## src/rtl/tx_arb_pkg.sv

```systemverilog
// tx_arb_pkg: shared definitions for the transmit-frame arbiter.
//   arb_state_e     : arbiter FSM states
//   DEF_*           : default parameter values for N_REQ, FRAME_W, ACK_TIMEOUT
//   clog2()         : ceiling log2, minimum 1, usable in constant expressions
package tx_arb_pkg;

  typedef enum logic [1:0] {
    IDLE,
    LAUNCH,
    WAIT_BUSY,
    WAIT_DONE
  } arb_state_e;

  localparam int unsigned DEF_N_REQ       = 4;
  localparam int unsigned DEF_FRAME_W     = 9;
  localparam int unsigned DEF_ACK_TIMEOUT = 15;

  // Never returns 0 so that index fields stay at least one bit wide.
  function automatic int unsigned clog2(input int unsigned v);
    int unsigned r;
    r = 1;
    for (int unsigned k = 1; k < 32; k++) begin
      if ((32'd1 << k) < v) r = k + 1;
    end
    return r;
  endfunction

endpackage

```

## src/rtl/rr_picker.sv

```systemverilog
// rr_picker: combinational round-robin priority selector.
//   req_i   [N]  : request vector
//   ptr_i   [IW] : highest-priority index this cycle (must be < N)
//   idx_o   [IW] : first set request at or after ptr_i, wrapping N-1 -> 0
//   valid_o      : at least one request is set
module rr_picker
  import tx_arb_pkg::*;
#(
  parameter  int unsigned N  = DEF_N_REQ,
  localparam int unsigned IW = clog2(N)
) (
  input  logic [N-1:0]  req_i,
  input  logic [IW-1:0] ptr_i,
  output logic [IW-1:0] idx_o,
  output logic          valid_o
);

  always_comb begin
    logic [IW:0] cand;
    idx_o   = '0;
    valid_o = 1'b0;
    cand    = '0;
    for (int unsigned i = 0; i < N; i++) begin
      // One extra bit holds ptr+i (at most 2N-2) before the wrap subtraction.
      cand = {1'b0, ptr_i} + (IW+1)'(i);
      if (cand >= (IW+1)'(N)) cand = cand - (IW+1)'(N);
      if (!valid_o && req_i[cand[IW-1:0]]) begin
        valid_o = 1'b1;
        idx_o   = cand[IW-1:0];
      end
    end
  end

endmodule

```

## src/rtl/tx_frame_arbiter.sv

```systemverilog
// tx_frame_arbiter: round-robin sharing of one frame transmitter among N_REQ
// sources. Latches the winning frame, strobes tx_send once, follows the
// transmitter ready/busy handshake and acks (or aborts on timeout) the source.
//   clk, rst         : clock, asynchronous active-high reset
//   req      [N]     : per-source request level
//   frame_in [N*FW]  : source i frame on [i*FW +: FW]
//   ack      [N]     : one-cycle completion pulse to the granted source
//   abort    [N]     : one-cycle timeout pulse to the granted source
//   tx_ready         : transmitter idle (1) / busy (0)
//   tx_send          : one-cycle send strobe
//   tx_frame [FW]    : latched frame, stable until the next grant
//   grant_id [IW]    : current/last granted source
//   busy             : arbiter not in IDLE
module tx_frame_arbiter
  import tx_arb_pkg::*;
#(
  parameter  int unsigned N_REQ       = DEF_N_REQ,
  parameter  int unsigned FRAME_W     = DEF_FRAME_W,
  parameter  int unsigned ACK_TIMEOUT = DEF_ACK_TIMEOUT,
  localparam int unsigned IDX_W       = clog2(N_REQ),
  localparam int unsigned CNT_W       = clog2(ACK_TIMEOUT + 1)
) (
  input  logic                       clk,
  input  logic                       rst,
  input  logic [N_REQ-1:0]           req,
  input  logic [N_REQ*FRAME_W-1:0]   frame_in,
  output logic [N_REQ-1:0]           ack,
  output logic [N_REQ-1:0]           abort,
  input  logic                       tx_ready,
  output logic                       tx_send,
  output logic [FRAME_W-1:0]         tx_frame,
  output logic [IDX_W-1:0]           grant_id,
  output logic                       busy
);

  arb_state_e         state_q, state_d;
  logic [IDX_W-1:0]   ptr_q, ptr_d;
  logic [CNT_W-1:0]   cnt_q, cnt_d;
  logic [FRAME_W-1:0] frame_q, frame_d;
  logic [IDX_W-1:0]   grant_q, grant_d;
  logic [N_REQ-1:0]   ack_q, ack_d;
  logic [N_REQ-1:0]   abort_q, abort_d;
  logic               send_q, send_d;
  logic               busy_q, busy_d;

  logic [IDX_W-1:0]   pick_idx;
  logic               pick_valid;
  logic [IDX_W-1:0]   next_ptr;
  logic [FRAME_W-1:0] frames [N_REQ];

  for (genvar g = 0; g < N_REQ; g++) begin : g_unpack
    assign frames[g] = frame_in[g*FRAME_W +: FRAME_W];
  end

  rr_picker #(
    .N(N_REQ)
  ) u_picker (
    .req_i   (req),
    .ptr_i   (ptr_q),
    .idx_o   (pick_idx),
    .valid_o (pick_valid)
  );

  assign next_ptr = (grant_q == IDX_W'(N_REQ - 1)) ? '0 : grant_q + 1'b1;

  // Outputs are registered from the next-state values, so the grant edge
  // already shows tx_send/busy/tx_frame/grant_id in the following cycle.
  always_comb begin
    state_d = state_q;
    ptr_d   = ptr_q;
    cnt_d   = cnt_q;
    frame_d = frame_q;
    grant_d = grant_q;
    ack_d   = '0;
    abort_d = '0;
    send_d  = 1'b0;
    unique case (state_q)
      IDLE: begin
        if (tx_ready && pick_valid) begin
          frame_d = frames[pick_idx];
          grant_d = pick_idx;
          send_d  = 1'b1;
          state_d = LAUNCH;
        end
      end
      LAUNCH: begin
        cnt_d   = '0;
        state_d = WAIT_BUSY;
      end
      WAIT_BUSY: begin
        if (!tx_ready) begin
          state_d = WAIT_DONE;
        end else begin
          cnt_d = cnt_q + 1'b1;
          if (cnt_d == CNT_W'(ACK_TIMEOUT)) begin
            abort_d[grant_q] = 1'b1;
            ptr_d            = next_ptr;
            state_d          = IDLE;
          end
        end
      end
      WAIT_DONE: begin
        if (tx_ready) begin
          ack_d[grant_q] = 1'b1;
          ptr_d          = next_ptr;
          state_d        = IDLE;
        end
      end
      default: state_d = IDLE;
    endcase
    busy_d = (state_d != IDLE);
  end

  always_ff @(posedge clk or posedge rst) begin
    if (rst) begin
      state_q <= IDLE;
      ptr_q   <= '0;
      cnt_q   <= '0;
      frame_q <= '0;
      grant_q <= '0;
      ack_q   <= '0;
      abort_q <= '0;
      send_q  <= 1'b0;
      busy_q  <= 1'b0;
    end else begin
      state_q <= state_d;
      ptr_q   <= ptr_d;
      cnt_q   <= cnt_d;
      frame_q <= frame_d;
      grant_q <= grant_d;
      ack_q   <= ack_d;
      abort_q <= abort_d;
      send_q  <= send_d;
      busy_q  <= busy_d;
    end
  end

  assign ack      = ack_q;
  assign abort    = abort_q;
  assign tx_send  = send_q;
  assign tx_frame = frame_q;
  assign grant_id = grant_q;
  assign busy     = busy_q;

endmodule

```

## config.mk

```make
export PLATFORM = sky130hd
export DESIGN_NAME = tx_frame_arbiter
export DESIGN_NICKNAME = d
export VERILOG_FILES = /design/src/rtl/tx_arb_pkg.sv /design/src/rtl/rr_picker.sv /design/src/rtl/tx_frame_arbiter.sv
export SDC_FILE = /design/constraint.sdc
export NUM_CORES = 1
export LEC_CHECK = 0
export BUFFER_PORTS_ARGS = -buffer_cell sky130_fd_sc_hd__buf_4
export CAP_MARGIN = 20
export CORE_MARGIN = 10
export CORE_UTILIZATION = 34
export CTS_CLUSTER_DIAMETER = 150
export DETAILED_ROUTE_END_ITERATION = 7
export PLACE_DENSITY_LB_ADDON = 0.15
export SYNTH_ARGS = -nofsm -noshare
export SYNTH_HDL_FRONTEND = slang
export SYNTH_SLANG_ARGS = --single-unit
```

## constraint.sdc

```tcl
create_clock -name clk -period 4.5 [get_ports clk]
set_clock_uncertainty 0.1 [all_clocks]
set_input_delay 0.225 -clock clk [delete_from_list [all_inputs] [get_ports clk]]
set_output_delay 0.225 -clock clk [all_outputs]
set_load 0.02 [all_outputs]
```

== After elaboration in Yosys (flattened, before gate mapping) ==
Index checks and enable logic that the tools add are counted.

* Bits in registers: 29
* Bits of input ports: 43
* Output and inout bits: 21
* Logic and storage cells: 97

* Add/sub/neg operators: 9
* Magnitude comparators: 11
* Equality and inequality tests: 8
* Mux-type cells: 44
* Bitwise gates (word level): 1
* Reduce and logical (&&, ||, !) cells: 15

{| class="wikitable"
|+ Operators with widths
! cell !! number
|-
| 2-bit 2-to-1 mux || 16
|-
| 4-bit 2-to-1 mux || 6
|-
| 9-bit binary-select mux with 2-bit select || 1
|-
| 9-bit 2-to-1 mux || 2
|-
| 2-bit by 3-bit < comparator with 1-bit output, second input constant || 5
|-
| 3-bit greater-or-equal comparator, second input constant || 4
|-
| 1-bit 2-to-1 mux || 11
|-
| 1-bit binary-select mux with 2-bit select || 4
|-
| 2-bit case mux with 4 select lines || 1
|-
| 4-bit case mux with 2 select lines || 1
|-
| 2-bit by 1-bit subtractor with 2-bit output, second input constant || 4
|-
| 2-bit by 2-bit adder with 3-bit output, second input constant || 2
|-
| 2-bit == test, second input constant || 3
|-
| 2-bit inequality test, second input constant || 3
|-
| 2-bit nonzero test || 3
|-
| 1-bit logical AND || 5
|-
| 4-bit by 1-bit adder with 4-bit output, second input constant || 1
|-
| 4-bit == test, second input constant || 1
|-
| 2-bit case mux with 2 select lines || 1
|-
| 2-bit AND reduction || 2
|-
| 4-bit AND reduction || 1
|-
| 2-bit by 1-bit adder with 3-bit output, second input constant || 1
|-
| 2-bit by 3-bit greater-or-equal comparator with 1-bit output, second input constant || 1
|-
| 1-bit zero test || 3
|-
| other kinds (6) || 6
|}

== Depth between registers and ports, before layout ==
* Depth after elaboration: 18
* Gate-level depth with buffers: 7
* Gate-level depth less buffers: 6

== By module ==
Synthesis repeated with hierarchy kept, for this count alone.

* Cells, all modules: 147
* Area, all modules: 1652.8 um2

{| class="wikitable"
|+ By module, submodules not included
! module !! times used !! cells each !! area an instance (um2) !! seq. area each (um2)
|-
| tx_frame_arbiter || 1 || 132 || 1575.3 || 725.7
|-
| rr_picker || 1 || 15 || 77.6 || 0.0
|}

== Worst setup path before layout ==
OpenSTA, ideal clock, no wires.

* Kind: reg2reg
* Start point: register cnt_q[0]
* End point: register ptr_q[0]
* Library setup time: 0.133 ns
* Arrival time: 1.404 ns
* Data required time: 4.267 ns
* Setup slack: 2.863 ns
* Cell stages (with the launch flop): 7
* Buffers on the path: 0
* Clock period less this slack: 1.637 ns
* Cells stage by stage: dfrtp_1 > ha_1 > nand2b_1 > o211ai_1 > a31oi_1 > nor2_1 > o22ai_1

* Word-level cells in the longest chain between the ends: 4

{| class="wikitable"
|+ Ends and longest elaborated chain
! element !! RTL line !! RTL
|-
| from (decl) || tx_frame_arbiter.sv:38 || <nowiki>logic [CNT_W-1:0] cnt_q, cnt_d;</nowiki>
|-
| from (signal assigned) || tx_frame_arbiter.sv:128 || <nowiki>cnt_q <= cnt_d;</nowiki>
|-
| 4-bit by 1-bit adder with 4-bit output || tx_frame_arbiter.sv:94 || <nowiki>cnt_d = cnt_q + 1'b1;</nowiki>
|-
| 4-bit == test || tx_frame_arbiter.sv:95 || <nowiki>if (cnt_d == CNT_W'(ACK_TIMEOUT)) begin</nowiki>
|-
| 2-bit inequality test (no source line) || -- ||
|-
| 4-bit AND reduction (no source line) || -- ||
|-
| to (signal assigned) || tx_frame_arbiter.sv:127 || <nowiki>ptr_q <= ptr_d;</nowiki>
|-
| to (decl) || tx_frame_arbiter.sv:37 || <nowiki>logic [IDX_W-1:0] ptr_q, ptr_d;</nowiki>
|}

Every way passes these cells.
A chain may end at the register's enable or synchronous reset.

== Worst setup path after layout ==
* Start point: register state_q[0]
* End point: register frame_q[0], in the netlist tx_frame[0]

* Word-level cells in the longest chain between the ends: 2

{| class="wikitable"
|+ Ends and longest elaborated chain
! element !! RTL line !! RTL
|-
| from (decl) || tx_frame_arbiter.sv:36 || <nowiki>arb_state_e state_q, state_d;</nowiki>
|-
| from (signal assigned) || tx_frame_arbiter.sv:126 || <nowiki>state_q <= state_d;</nowiki>
|-
| 2-bit zero test || tx_frame_arbiter.sv:77 || <nowiki>unique case (state_q)</nowiki>
|-
| 2-bit AND reduction (no source line) || -- ||
|-
| to (signal assigned) || tx_frame_arbiter.sv:129 || <nowiki>frame_q <= frame_d;</nowiki>
|-
| to (decl) || tx_frame_arbiter.sv:39 || <nowiki>logic [FRAME_W-1:0] frame_q, frame_d;</nowiki>
|}

Every way passes these cells.

==> summary.md <==
| Metric | Value |
|---|---|
| Outcome | complete, no violations |
| Wirelength per Cell | 15.7 um |
| Peak Freq | 0.488 GHz |
| Met2 routed WL | 2150 um |
| Ant diodes | 0 |
| Die height | 87.3 um |
| Crit path max fanout | 14 |
| Core Rows | 24 |
| Die area | 7610 sq um |
| Gate Count Post-Synth | 150 |
| Largest net degree at the start of global routing | 17 |
| Dpl cells | 261 |
| Max cap viols | 0 |
| Htree depth | 2 |
| Setup crit end kind | register |
| Clock sinks | 29 |
| GRT overflow | 0 |
| Overall via count from detail_route | 1335 |
| Worst setup SP type | register |
| Core area | 4350 sq um |
| Initial core utilization | 35.3% |
| RD Place Congestion | 0.848 |
| Commonest non-fill, non-tap cell in the layout | buf_4 |
| Power density cells | 541 nW/um^2 |
| Vias in the first global route | 1511 |
| Syn. warnings | 0 |
| DRC | 0 |
| P&R area growth vs syn | 42.2% |
| Post-Syn Area per Cell | 10.3 sq um |
| Worst-Margin Slew | 620 ps |
| Hold slack | 72.3 ps |
| Global-route wire length before repair | 6960 um |
| Fin crit share | 45.5% |
| Lkg Pwr | 1.15 nW |
| Post-synthesis sequential area ratio | 47.2% |
| Post-CTS setup buffer count | 0 |
| Setup_tns | 0 ps |
| Hold Crit Class | in -> reg |
| Clock-pin slew on the worst setup and hold paths | 60 ps |
| HPWL after DPL | 3410 um |
| CP required | 4590 ps |
| Synthesis-stage register bit count | 29 |
| Relative slew slack | 58.6% |
| Setup violators final | 0 |
| Initial DRT Pass Iterations | 4 |
| TritonCTS Buffers | 5 |
| Critical path type | reg -> reg |
| Worst EP arrival | 2140 ps |
| Clock latency at the later pin of the worst-skew pair | 280 ps |
| Post-CTS Resized | 0 |
| Final slew viol count | 0 |
| Post-Route M1 WL | 1730 um |
| Reg2Reg Setup Slack | 2450 ps |
| # fillers | 403 |
| Initial DRC count | 56 |
| Synthesized net count | 199 |
| Final wirelength | 4230 um |
| Netlist cell types | 32 |
| CTS tree | yes |
| RSZ-0062 raised after global routing | no |
| Final std cells w/o fill | 269 |
| Mapped Area | 1540 sq um |
| Highest-count cells in the layout ignoring fill and taps | buf_4 (63), dfrtp_1 (29), mux2i_1 (18), nand2_1 (17), inv_1 (9) |
| Nets | 266 |
| Highest metal used | met4 |
| Final hold vios | 0 |
| Drt via density | 4.96 |
| IO Count | 64 |
| Met3 WL post-DR | 298 um |
| Aggregate global-route resource usage | 11.2% |
| Worst-case clock buffer depth | 2 |
| Clock root cell | clkbuf_8 |
| Maximum VDD drop | 263 uV |
| Number of port buffers | 63 |
| Antenna violations before repair | 0 |
| Die X | 87.3 um |
| Antenna-violating nets left | 0 |
| Crit path time final | 2050 ps |
| Layout cells sized above 1 | 34.1% |
## path summary, 6_finish.rpt
kind / cells past startpoint / to / start
setup / recovery: 6 / tx_frame[0] / state_q[0]
hold / removal: 2 / state_q[0] / tx_ready
setup reg to reg: 6 / tx_frame[0] / state_q[0]
hold reg to reg: 2 / tx_frame[5] / tx_frame[5]
max in group asynchronous: 4 / ptr_q[0] / rst
min in group asynchronous: 3 / cnt_q[1] / rst
## report_power, final
group / leakage (nW) / total [mW] / internal, mW / switching, mW
clock network: 0.0443 / 0.217 / 0.121 / 0.0955
logic: 0.728 / 0.541 / 0.256 / 0.284
registers: 0.374 / 0.426 / 0.345 / 0.0810
## cell type report
type / count / area, sq um / area share [%]
flip-flops and latches: 29 / 726 / 33.2
well taps: 52 / 65.1 / 2.97
inverters: 10 / 37.5 / 1.72
multi-input cells: 105 / 734 / 33.6
repair buffers: 66 / 538 / 24.6
clock buffers: 7 / 86.3 / 3.95
## worst max-delay path, stage by stage, from the launching register on
cell and delay [ps]:
dfrtp_1 520, clkinv_1 130, nand2_1 120, or3_4 440
inv_1 140, nand2_1 240, o221ai_1 260
## metrics by stage
stage	util [%]	instance area [sq um]	worst slack (ps)	power (mW)
after global routing	50.2	2190	2280	1.27
final	50.2	2190	2450	1.18
after CTS	50.2	2190	2450	1.20
after detailed placement	48.0	2090	2440	0.976
after floorplan	-	1540	2860	0.769
after global placement	46.8	2040	2370	0.933
## cell usage after synthesis, drive strengths merged
cell	n	area share, %
nor3	4	1.3
mux2i	18	12
o221ai	9	5.5
nand2	17	4.1
ha	6	4.9
a21oi	5	1.6
o22ai	3	1.2
buf	4	2.5
and2	6	2.4
a221oi	1	0.57
nand3	4	1.3
a32o	1	0.65
o211ai	2	0.98
nor4	1	0.41
o21bai	1	0.49
clkbuf	2	0.49
clkinv	1	0.24
inv	9	2.2
dfrtp	29	47
or2	1	0.41
o21ai	8	2.6
and3	4	1.6
nand2b	2	0.81
nor2	5	1.2
or3	2	1.1
nor2b	3	1.2
a31oi	1	0.41
a2bb2o	1	0.65
## per-layer routing
layer  GRT usage (%)  vias up
li1                -      673
met1            12.6      614
met2            18.4       43
met3            4.87        5
met4            4.20        0
met5               0        -
## registers in the layout, summed over array words and instances, names as in the netlist
register and count:
state_q 2, ptr_q 2, tx_frame 9, abort 4
busy 1, grant_id 2, cnt_q 4, tx_send 1
ack 4
## cells by family (layout without fill, tap and decap cells)
| kind of cell | count (synthesis) | count (layout) | synth area share [%] |
|---|---|---|---|
| DFF | 29 | 29 | 47.2 |
| and+or+nand+nor | 49 | 49 | 16.0 |
| adders and majority gates | 6 | 6 | 4.88 |
| buffers and inverters | 16 | 83 | 5.45 |
| muxes | 18 | 18 | 11.7 |
| AOI/OAI and AO/OA | 32 | 32 | 14.7 |
## timing repair
item                                    CTS  global route
hold buffers                              1             0
endpoints found under the hold margin    13             0
endpoints found under the setup margin    0             0
Power figures use the tool's default switching activity.
